### src/rtl/fft_frame_feeder_pkg.sv
// fft_frame_feeder_pkg: feeder state encoding, frame length and FIFO entry width helpers
package fft_frame_feeder_pkg;
  typedef enum logic [2:0] {CFG_LOAD, CFG, IDLE, FILL, PAD, DRAIN} state_t;
  localparam int FIFO_ENTRY_W = 33;
  function automatic int fft_len(input int log2);
    return 1 << log2;
  endfunction
  function automatic int entry_w(input int dw);
    return dw + 1;
  endfunction
endpackage

### src/rtl/fft_sample_fifo.sv
// fft_sample_fifo: FWFT skid FIFO (clk_245, async clk_245_rst; push/din in, pop/dout/full/empty out; push accepted at full when popping)
module fft_sample_fifo #(
  parameter int W  = 33,
  parameter int DL = 4
) (
  input  logic         clk_245,
  input  logic         clk_245_rst,
  input  logic         push,
  input  logic [W-1:0] din,
  input  logic         pop,
  output logic [W-1:0] dout,
  output logic         full,
  output logic         empty
);
  localparam logic [DL:0] ONE = (DL+1)'(1);
  logic [W-1:0] mem [2**DL];
  logic [DL:0] wp, rp;
  logic do_push, do_pop;
  always_comb begin
    empty = wp == rp;
    full = (wp[DL] != rp[DL]) && (wp[DL-1:0] == rp[DL-1:0]);
    do_pop = pop && !empty;
    do_push = push && (!full || do_pop);
    dout = empty ? '0 : mem[rp[DL-1:0]];
  end
  always_ff @(posedge clk_245 or posedge clk_245_rst)
    if (clk_245_rst) begin
      wp <= '0;
      rp <= '0;
    end else begin
      if (do_push) wp <= wp + ONE;
      if (do_pop) rp <= rp + ONE;
    end
  always_ff @(posedge clk_245)
    if (do_push) mem[wp[DL-1:0]] <= din;
endmodule

### src/rtl/fft_frame_feeder.sv
// fft_frame_feeder: frames gated {I,Q} samples for the FFT (adc_* in, s_axis_config_*/s_axis_data_* AXIS out, frame/drop counters, overflow, busy)
module fft_frame_feeder
  import fft_frame_feeder_pkg::*;
#(
  parameter int FFT_LEN_LOG2    = 10,
  parameter int DATA_WIDTH      = 32,
  parameter int CONFIG_WIDTH    = 24,
  parameter int FIFO_DEPTH_LOG2 = 4
) (
  input  logic                    clk_245,
  input  logic                    clk_245_rst,
  input  logic                    adc_enable,
  input  logic [DATA_WIDTH-1:0]   adc_data_iq,
  input  logic                    adc_data_valid,
  input  logic [CONFIG_WIDTH-1:0] fft_config_word,
  input  logic                    fft_config_update,
  output logic [CONFIG_WIDTH-1:0] s_axis_config_tdata,
  output logic                    s_axis_config_tvalid,
  input  logic                    s_axis_config_tready,
  output logic [DATA_WIDTH-1:0]   s_axis_data_tdata,
  output logic                    s_axis_data_tvalid,
  input  logic                    s_axis_data_tready,
  output logic                    s_axis_data_tlast,
  output logic [31:0]             frame_count,
  output logic [15:0]             drop_count,
  output logic                    overflow,
  output logic                    busy
);
  localparam int EW = entry_w(DATA_WIDTH);
  localparam logic [FFT_LEN_LOG2-1:0] LAST = FFT_LEN_LOG2'(fft_len(FFT_LEN_LOG2) - 1);
  localparam logic [FFT_LEN_LOG2-1:0] ONE = FFT_LEN_LOG2'(1);
  state_t state, nxt;
  logic [FFT_LEN_LOG2-1:0] idx;
  logic prev_en, pending, push, pop, acc, drop, last, full, empty, cfg_hs;
  logic [EW-1:0] din, dout;
  fft_sample_fifo #(.W(EW), .DL(FIFO_DEPTH_LOG2)) u_fifo (
    .clk_245(clk_245),
    .clk_245_rst(clk_245_rst),
    .push(push),
    .din(din),
    .pop(pop),
    .dout(dout),
    .full(full),
    .empty(empty)
  );
  assign {s_axis_data_tlast, s_axis_data_tdata} = dout;
  assign s_axis_data_tvalid = !empty;
  always_comb begin
    last = idx == LAST;
    pop = !empty && s_axis_data_tready;
    push = (state == FILL && adc_enable && adc_data_valid) || state == PAD;
    din = {last, adc_data_iq & {DATA_WIDTH{state == FILL}}};
    acc = push && (!full || pop);
    drop = state == FILL && push && !acc;
    cfg_hs = state == CFG && s_axis_config_tready;
    nxt = state;
    case (state)
      CFG_LOAD: nxt = CFG;
      CFG:      nxt = s_axis_config_tready ? IDLE : CFG;
      IDLE:     nxt = (pending || fft_config_update) ? CFG_LOAD : (adc_enable && !prev_en) ? FILL : IDLE;
      FILL:     nxt = adc_enable ? FILL : (idx == '0) ? DRAIN : PAD;
      PAD:      nxt = (acc && last) ? DRAIN : PAD;
      DRAIN:    nxt = empty ? (pending ? CFG_LOAD : IDLE) : DRAIN;
      default:  nxt = CFG_LOAD;
    endcase
  end
  always_ff @(posedge clk_245 or posedge clk_245_rst)
    if (clk_245_rst) begin
      state <= CFG_LOAD;
      idx <= '0;
      prev_en <= 1'b0;
      pending <= 1'b0;
      s_axis_config_tdata <= '0;
      s_axis_config_tvalid <= 1'b0;
      frame_count <= '0;
      drop_count <= '0;
      overflow <= 1'b0;
      busy <= 1'b0;
    end else begin
      state <= nxt;
      prev_en <= adc_enable;
      busy <= nxt != IDLE;
      if (state == CFG_LOAD) begin
        s_axis_config_tdata <= fft_config_word;
        s_axis_config_tvalid <= 1'b1;
      end else if (cfg_hs) s_axis_config_tvalid <= 1'b0;
      pending <= cfg_hs ? 1'b0 : (fft_config_update && state inside {FILL, PAD, DRAIN}) ? 1'b1 : pending;
      idx <= (state == IDLE) ? '0 : acc ? idx + ONE : idx;
      if (pop && s_axis_data_tlast) frame_count <= frame_count + 32'd1;
      if (drop) begin
        overflow <= 1'b1;
        if (drop_count != '1) drop_count <= drop_count + 16'd1;
      end
    end
endmodule

### config.mk
export PLATFORM = sky130hd
export DESIGN_NAME = fft_frame_feeder
export DESIGN_NICKNAME = d
export VERILOG_FILES = /design/src/rtl/fft_frame_feeder_pkg.sv /design/src/rtl/fft_sample_fifo.sv /design/src/rtl/fft_frame_feeder.sv
export SDC_FILE = /design/constraint.sdc
export NUM_CORES = 1
export LEC_CHECK = 0
export CAP_MARGIN = 5
export CORE_UTILIZATION = 63
export DETAILED_ROUTE_END_ITERATION = 10
export PLACE_DENSITY = 0.84
export SYNTH_ARGS = -nofsm -noshare
export SYNTH_HDL_FRONTEND = slang
export SYNTH_SLANG_ARGS = --single-unit
export TNS_END_PERCENT = 10
### constraint.sdc
create_clock -name clk_245 -period 10.1 [get_ports clk_245]
set_clock_uncertainty 0.2 [all_clocks]
set_input_delay 2.02 -clock clk_245 [delete_from_list [all_inputs] [get_ports clk_245]]
set_output_delay 2.02 -clock clk_245 [all_outputs]
set_load 0.005 [all_outputs]
## Yosys cells after proc, flatten, opt, wreduce, memory -nomap -nowiden

Memories as Yosys holds them, arrays and structs flattened.
Index checks and enable logic that the tools add are counted.
Widths: inputs -> output; s select.

| word-level totals | value |
|---|---|
| memory bits (read-only) | 0 |
| latch bits | 0 |
| memories kept | 1 |
| bits in registers | 100 |
| bits in writable memories | 528 |
| output and inout bits | 109 |

| cells by class | value |
|---|---|
| div/mod/pow operators | 0 |
| muxes and demuxes | 18 |
| shift operators | 0 |
| reduce and logical (&&, ||, !) cells | 29 |
| add/subtract/negate cells | 5 |
| $lt $le $gt $ge | 0 |
| $mul | 0 |
| bitwise operators | 1 |
| eq/ne operators | 11 |

Memory list:

| name | depth | width | read ports | clocked after memory_dff | write ports | line | source |
|---|---|---|---|---|---|---|---|
| u_fifo.mem | 16 | 33 | 1 | 0 | 1 | fft_sample_fifo.sv:16 | `logic [W-1:0] mem [2**DL];` |

Operators by type and width:

| kind | count |
|---|---|
| $mux 33 | 1 |
| $add 32x1->32 const B | 1 |
| $and 32x32->32 | 1 |
| $mux 10 | 2 |
| $pmux 3 s6 | 1 |
| $add 16x1->16 const B | 1 |
| $ne 16x16->1 const B | 1 |
| $logic_and 1x1->1 | 14 |
| $add 10x1->10 const B | 1 |
| $add 5x1->5 const B | 2 |
| $eq 10x10->1 const B | 1 |
| $logic_not 10->1 | 1 |
| $mux 1 | 9 |
| $eq 3x2->1 const B | 2 |
| $eq 3x3->1 const B | 2 |
| $mux 2 | 3 |
| $mux 3 | 2 |
| $reduce_bool 2->1 | 3 |
| $eq 5x5->1 | 1 |
| $eq 4x4->1 | 1 |
| $logic_not 1->1 | 4 |
| $logic_or 1x1->1 | 4 |
| $eq 3x1->1 const B | 1 |
| $logic_not 3->1 | 1 |
| 4 further kinds | 4 |

## Longest topological paths before layout

Gate-level depths: netlist (run 1).

| depth | value |
|---|---|
| depth after elaboration | 9 |
| gate-level depth with buffers | 9 |
| depth with buffers taken out | 6 |

## Modules after synthesis

From an unflattened synthesis (run 1), not the netlist that was laid out.

| second synthesis, totals | value |
|---|---|
| cell total of the unflattened synthesis | 1273 |
| area total of the unflattened synthesis | 24825.1 µm² |

Modules (own cells, without submodules):

| module | cells each | sequential area each (µm²) | area an instance (µm²) | times used |
|---|---|---|---|---|
| fft_sample_fifo | 882 | 16105.4 | 20485.9 | 1 |
| fft_frame_feeder | 391 | 2252.2 | 4339.2 | 1 |

## Worst setup path before layout (run 1)

Ideal clock, no wire load.

| path | value |
|---|---|
| path kind | in2reg |
| start | input s_axis_data_tready |
| end | memory u_fifo.mem[3][0], enable pin |
| setup time | 0.464 ns |
| path buffers | 1 |
| arrival | 4.968 ns |
| data required time | 9.436 ns |
| stages | 5 |
| path slack | 4.468 ns |
| cells stage by stage | nor2b_1 -> clkbuf_1 -> a21oi_1 -> nand2_1 -> nor3_1 |

| between the ends | value |
|---|---|
| longest elaborated chain between the ends | 6 |

RTL lines:

| item | line | source |
|---|---|---|
| start, declared | fft_frame_feeder.sv:22 | `input logic s_axis_data_tready,` |
| $logic_and 1x1->1 | fft_frame_feeder.sv:50 | `pop = !empty && s_axis_data_tready;` |
| $logic_and 1x1->1 | fft_sample_fifo.sv:22 | `do_pop = pop && !empty;` |
| $logic_or 1x1->1 | fft_sample_fifo.sv:23 | `do_push = push && (!full \|\| do_pop);` |
| $logic_and 1x1->1 | fft_sample_fifo.sv:23 |  |
| $mux 1 | fft_sample_fifo.sv:35 | `if (do_push) mem[wp[DL-1:0]] <= din;` |
| $mux 1 (not written as such) | fft_sample_fifo.sv:35 |  |
| end, declared | fft_sample_fifo.sv:16 |  |

Every way passes these cells.

## Worst setup path after layout (run 1)

| path | value |
|---|---|
| start | register u_fifo.rp[0] |
| end | output s_axis_data_tdata[31] |

| between the ends | value |
|---|---|
| longest elaborated chain between the ends | 2 |

RTL lines:

| item | line | source |
|---|---|---|
| start, declared | fft_sample_fifo.sv:17 | `logic [DL:0] wp, rp;` |
| start signal, assigned | fft_sample_fifo.sv:32 | `if (do_pop) rp <= rp + ONE;` |
| $mem_v2 16x33 or $eq 5x5->1 (tied branches) | - |  |
| $mux 33 (*) | fft_sample_fifo.sv:24 | `dout = empty ? '0 : mem[rp[DL-1:0]];` |
| end, declared | fft_frame_feeder.sv:20 | `output logic [DATA_WIDTH-1:0] s_axis_data_tdata,` |

Every way passes the cells marked *; elsewhere a longest branch is shown, timed or not.

==> results.yml, run 1 <==
layout:
  syn2layout_area_growth_pct: 16.7
  nets: 1519
  drive_gt1_share_pct: 22.4
  num-fill-cells: 2055
  multi_input_area_mm2: 0.00643
  finish.utilization_pct: 75.2
  final_cells: 2014
  seqCellArea_mm2: 0.0184
setup_path:
  crit_type: "flop to primary output"
  cpMostUsedCell: "mux4_2"
  crit_chain: "buf_4, mux4_2, mux4_2, and2_1, clkdlybuf4s50_1"
  worst_r2r_endpoint: "frame_count[1]"
  rrSetupSlack_ns: 6.10
  cpLargestDelayFamily: "buffers and inverters"
  crit_required_ns: 7.88
  crit_path_end_kind: "primary output"
  critPathLaunchType: "flop"
  cp_num_buf_inv: 2
  cp.arrival_ns: 4.39
  rr_worst_depth: 5
  critPathSlowestCell: "dfrtp_4"
  path_max_fanout: 51
  r2r_start: "u_fifo.rp[1]"
  critPathMaxStageDelay_ns: 1.11
logic_synthesis:
  ys_async_sr_fraction_pct: 15.9
  synth_common_cells: "528 x edfxtp_1, 163 x mux4_2, 100 x dfrtp_1"
  syn_inst: 1258
  synth-edff-count: 528
  synth_area_leaders: "edfxtp_1 63%, mux4_2 15%, dfrtp_1 9.9%"
  netlist.area_leader.share_pct: 63.0
  synth_nets: 1330
  ys_types: 51
  ys_warn_count: 0
  synth_ff_type: "edfxtp_1"
  synth_seq_cells: 628
  yosysTopAreaCell: "edfxtp_1"
  synth.most_common_cell: "edfxtp_1"
  synth.avg_cell_area_um2: 20.0
  syn_area_mm2: 0.0252
  yosysSeqAreaShare_pct: 73.0
sta:
  fin_crit_sh_pct: 65.4
  setup_viol: 0
  fmax_mhz: 151
  fin_tns_setup_ns: 0
  finalHoldViolations: 0
  timing.slew.headroom_pct: 21.7
  rsz0062_at_grt: "no"
  timing.hold.ws_ns: 0.268
  fin_crit_ns: 6.61
  worst_pin_slew_ns: 1.17
  finalMaxSlewViolations: 0
floorplanning:
  fp.dieH_um: 202
  initial_utilization_pct: 64.5
  die_x_um: 202
  rows: 72
  io_pins: 172
  coreArea_mm2: 0.0390
  die_area_mm2: 0.0407
placement:
  portBuffers: 171
  dp_cells: 1904
  hpwl_mm: 29.5
  globalplace.congestion: 0.781
grt:
  antenna_found_initial: 3
  gr-total-overflow: 0
  grtUsageTotal_pct: 29.1
  first_global_vias: 13743
  grt_max_degree: 76
  grt_pass1_wl_mm: 85.5
cts:
  h-tree-depth: 2
  root_buffer: "clkbuf_16"
  cts_num_sinks: 628
  cts.path.max_buffers: 3
  cts_hold_buffers: 0
  clk_pin_slew_ns: 0.06
  cts_tree: "done"
  post_cts_resized: 0
  clk_latency_ns: 0.61
  cts_buffers: 59
  cts_setup_buffers: 0
route:
  remaining_drc_errors: 0
  firstDrtPassIters: 7
  routed-via-count: 13111
  drt_iter0_drc: 1224
  ant_nets: 0
  routedWlPerCell_um: 28.6
  vias_per_cell: 6.51
  wirelength_mm: 57.6
hold_path:
  hold_class: "flop to flop"
  hold_path_end: "overflow"
  min_from: "overflow"
  whs_path_depth: 1
power_and_ir_drop:
  power.density_mw_per_mm2: 272
  p_leak_nw: 10.0
  ir_drop_mv: 0.209
run:
  maxCapViolCount: 0
outcome:
  status: "completed"
state kept, by name, indices dropped and copies added, names as in the netlist:
name	count
s_axis_config_tvalid	1
frame_count	32
overflow	1
busy	1
prev_en	1
state	3
u_fifo.rp	5
s_axis_config_tdata	24
pending	1
idx	10
drop_count	16
u_fifo.mem	528
u_fifo.wp	5
cell usage in the layout (no fill, tap or decap), types with 16 or more instances in the layout:
master           instances
and2_1                  68
buf_4                   24
clkbuf_16               61
clkdlybuf4s50_1        171
dfrtp_1                 96
edfxtp_1               528
mux2_2                  26
mux4_2                 163
nand2_1                 29
nand3_1                 22
nor2_1                  22
nor3_1                  26
nor4_1                  16
xnor2_1                 16
xor2_1                  47
power by group:
part | total [mW] | switching [mW] | internal, mW
registers | 3.36 | 0.271 | 3.09
clock network | 2.23 | 0.933 | 1.30
logic | 2.40 | 1.05 | 1.35
total | 7.99 | 2.25 | 5.74
cells by family after synthesis:
| group | synth area share [%] |
|---|---|
| AND/OR/NAND/NOR | 5.74 |
| buffers and inverters | 1.57 |
| AO/OA/AOI/OAI | 0.881 |
| flip-flops | 73.0 |
| adder cells (fa/ha/maj) | 0.448 |
| multiplexers | 16.2 |
| XOR/XNOR | 2.19 |
worst max path at each step:
stage / start / end / slack, ns / depth (start not counted)
3_5_place_dp: u_fifo.rp[0] / s_axis_data_tdata[31] / 4.05 / 5
6_report: u_fifo.rp[0] / s_axis_data_tdata[31] / 3.49 / 5
5_1_grt: u_fifo.rp[0] / s_axis_data_tdata[31] / 3.22 / 5
3_3_place_gp: u_fifo.rp[0] / s_axis_data_tdata[28] / 4.10 / 5
4_1_cts: u_fifo.rp[0] / s_axis_data_tdata[31] / 3.38 / 5
2_1_floorplan: s_axis_data_tready / u_fifo.mem[3][0] / 4.47 / 5
stage by stage:
step                setup WS (ns)  instance area, µm²  power (mW)
floorplan                    4.47               25200        4.87
global placement             4.10               27400        5.71
detailed placement           4.05               27400        5.79
CTS                          3.38               29300        8.04
global route                 3.22               29300        8.28
finish                       3.49               29300        7.99
final cells by class:
cell class	instances	share of cell area (%)
clock inverters	32	1.14
well taps	518	2.21
clock buffers	76	5.50
repair buffers	195	6.45
diodes	2	0.0171
flip-flops and latches	628	62.6
multi-input cells	548	21.9
inverters	15	0.205
worst reg2reg max path: stages, from the launching register on:
cell	delay [ns]
dfrtp_4	1.03
buf_4	0.97
a31oi_1	0.30
a22oi_4	0.81
nor2_1	0.19
mux2_1	0.37
layer usage:
layer / GRT usage, % / vias up / part of all wire [%]
li1: - / 5443 / -
met1: 38.2 / 6845 / 36
met4: 10.5 / 0 / 2.8
met5: 0 / - / 0
met3: 4.60 / 117 / 7.5
met2: 49.8 / 706 / 54
No activity file was read; power rests on OpenSTA's default activity.
==> inputs of run 2 (changes only) <==
CORE_UTILIZATION = 59   (was 63)
PLACE_DENSITY = 0.8   (was 0.84)
clock period = 6.8 ns   (was 10.1 ns; I/O delays follow)
==> run 2 against run 1 <==
- sequential power up 45%
- global-route usage shrank 2.9 points
- flip-flop and latch count unchanged
- via count is 2.2% lower
- largest power group unchanged
- largest cell class unchanged
- clock-buffer cell count down 6
- first-iteration DRC count grew 12%
- power increased by 48%
- cell area up 0.37%
- hold slack gained 0.0014 ns
==> results.yml, run 2 (same netlist as run 1, synthesis figures left out) <==
outcome:
  status: "completed"
cts:
  cts_num_sinks: 628
  cts_hold_buffers: 0
  clk_pin_slew_ns: 0.07
  root_buffer: "clkbuf_16"
  cts_buffers: 58
  clk_latency_ns: 0.60
  post_cts_resized: 0
  cts_tree: "done"
  cts_setup_buffers: 0
  h-tree-depth: 2
  cts.path.max_buffers: 3
floorplanning:
  die_x_um: 208
  die_area_mm2: 0.0435
  initial_utilization_pct: 59.8
  coreArea_mm2: 0.0420
  fp.dieH_um: 208
  rows: 75
  io_pins: 172
setup_path:
  crit_path_end_kind: "primary output"
  cpLargestDelayFamily: "multiplexers"
  critPathMaxStageDelay_ns: 0.86
  path_max_fanout: 41
  crit_type: "flop to primary output"
  critPathLaunchType: "flop"
  crit_required_ns: 5.24
  cp.arrival_ns: 3.77
  cp_num_buf_inv: 1
  critPathSlowestCell: "dfrtp_4"
  crit_chain: "mux4_2, mux2_2, a22oi_4, nor2_1, clkdlybuf4s50_1"
route:
  wirelength_mm: 55.3
  firstDrtPassIters: 5
  remaining_drc_errors: 0
  drt_iter0_drc: 1376
  ant_nets: 0
  routedWlPerCell_um: 27.1
  routed-via-count: 12828
  vias_per_cell: 6.29
grt:
  antenna_found_initial: 1
  grt_max_degree: 98
  gr-total-overflow: 0
  grtUsageTotal_pct: 26.2
  first_global_vias: 13468
  grt_pass1_wl_mm: 82.7
power_and_ir_drop:
  p_leak_nw: 10.1
  p_sw_mw: 3.33
  power.density_mw_per_mm2: 403
  switching_share_pct: 28.1
  p_clk_share_pct: 28.1
  p_int_mw: 8.53
  ir_drop_mv: 0.256
  pwr-share-seq_pct: 41.1
  comb_power_share_pct: 30.9
layout:
  syn2layout_area_growth_pct: 17.1
  multi_input_area_mm2: 0.00643
  nets: 1521
  stdcell_area_mm2: 0.0295
  final_common_cell: "edfxtp_1"
  largest_reg_flops: 528
  drive_gt1_share_pct: 23.0
  num-fill-cells: 2553
  layout_common_cells: "528 x edfxtp_1, 171 x clkdlybuf4s50_1, 163 x mux4_2"
  seqCellArea_mm2: 0.0184
sta:
  worst_slack_ns: 1.47
  rsz0062_at_grt: "no"
  setup_viol: 0
  fin_crit_sh_pct: 78.3
  timing.slew.headroom_pct: 36.1
  fin_crit_ns: 5.33
  fmax_mhz: 188
  finalMaxSlewViolations: 0
  fin_tns_setup_ns: 0
  finalHoldViolations: 0
  worst_pin_slew_ns: 0.958
placement:
  placed_area_mm2: 0.0275
  post-place-ws_ns: 2.13
  hpwl_mm: 29.4
  globalplace.congestion: 0.829
  portBuffers: 171
hold_path:
  hold_class: "flop to flop"
run:
  maxCapViolCount: 0
[run 2: cell count changes in the layout (fill, tap and decap cells not counted), sizes merged]
cell | previous run | this run
clkbuf | 76 | 70
clkinvlp | 0 | 6
buf | 24 | 27
diode | 2 | 1
inv | 14 | 15
[run 2: path summary, 6_finish.rpt]
path / slack [ns] / depth (start not counted) / start / endpoint
max: 1.47 / 5 / u_fifo.rp[1] / s_axis_data_tlast
min: 0.27 / 1 / frame_count[31] / frame_count[31]
max reg2reg: 2.84 / 6 / state[0] / u_fifo.mem[1][30]
min reg2reg: 0.27 / 1 / frame_count[31] / frame_count[31]
max in group asynchronous: 4.33 / 3 / clk_245_rst / drop_count[9]
min in group asynchronous: 1.03 / 2 / clk_245_rst / s_axis_config_tdata[14]
[run 2: per-layer routing]
layer | up-vias | global-route usage [%] | share of wire, %
li1 | 5457 | - | -
met1 | 6632 | 34.9 | 38
met2 | 621 | 43.9 | 52
met3 | 118 | 3.91 | 7.1
met4 | 0 | 10.1 | 3.2
met5 | - | 0 | 0
[run 2: area by class of cell]
cell class / count / share of cell area, %
Antenna cell: 1 / 0.00850
Clock buffer: 70 / 5.32
Clock inverter: 39 / 1.37
Inverter: 15 / 0.204
Multi-Input combinational cell: 548 / 21.8
Sequential cell: 628 / 62.4
Tap cell: 539 / 2.29
Timing Repair Buffer: 198 / 6.63
[run 2: stage by stage]
| stage | cells | hold slack, ns | util [%] | total power, mW |
|---|---|---|---|---|
| 2_1_floorplan | 1258 | 0.259 | - | 7.23 |
| 3_3_place_gp | 1928 | 0.253 | 65.4 | 8.51 |
| 3_5_place_dp | 1928 | 0.258 | 65.4 | 8.60 |
| 4_1_cts | 2037 | 0.273 | 70.1 | 11.9 |
| 5_1_grt | 2038 | 0.291 | 70.1 | 12.3 |
| 6_report | 2038 | 0.269 | 70.1 | 11.9 |
[run 2: power groups by stage]
stage	clock network [mW]	logic (mW)	registers, mW
after floorplan	0	2.44	4.79
after global routing	3.52	3.89	4.90
after CTS	3.37	3.70	4.87
after detailed placement	0	3.66	4.95
final	3.33	3.66	4.87
after global placement	0	3.59	4.93
[run 2: worst register-to-register path, stage by stage, from the launching register on]
cell     delay, ns
dfrtp_1       0.55
and3b_2       0.90
a31oi_1       0.33
a21oi_1       0.19
buf_4         0.27
and3_2        0.67
buf_4         0.49
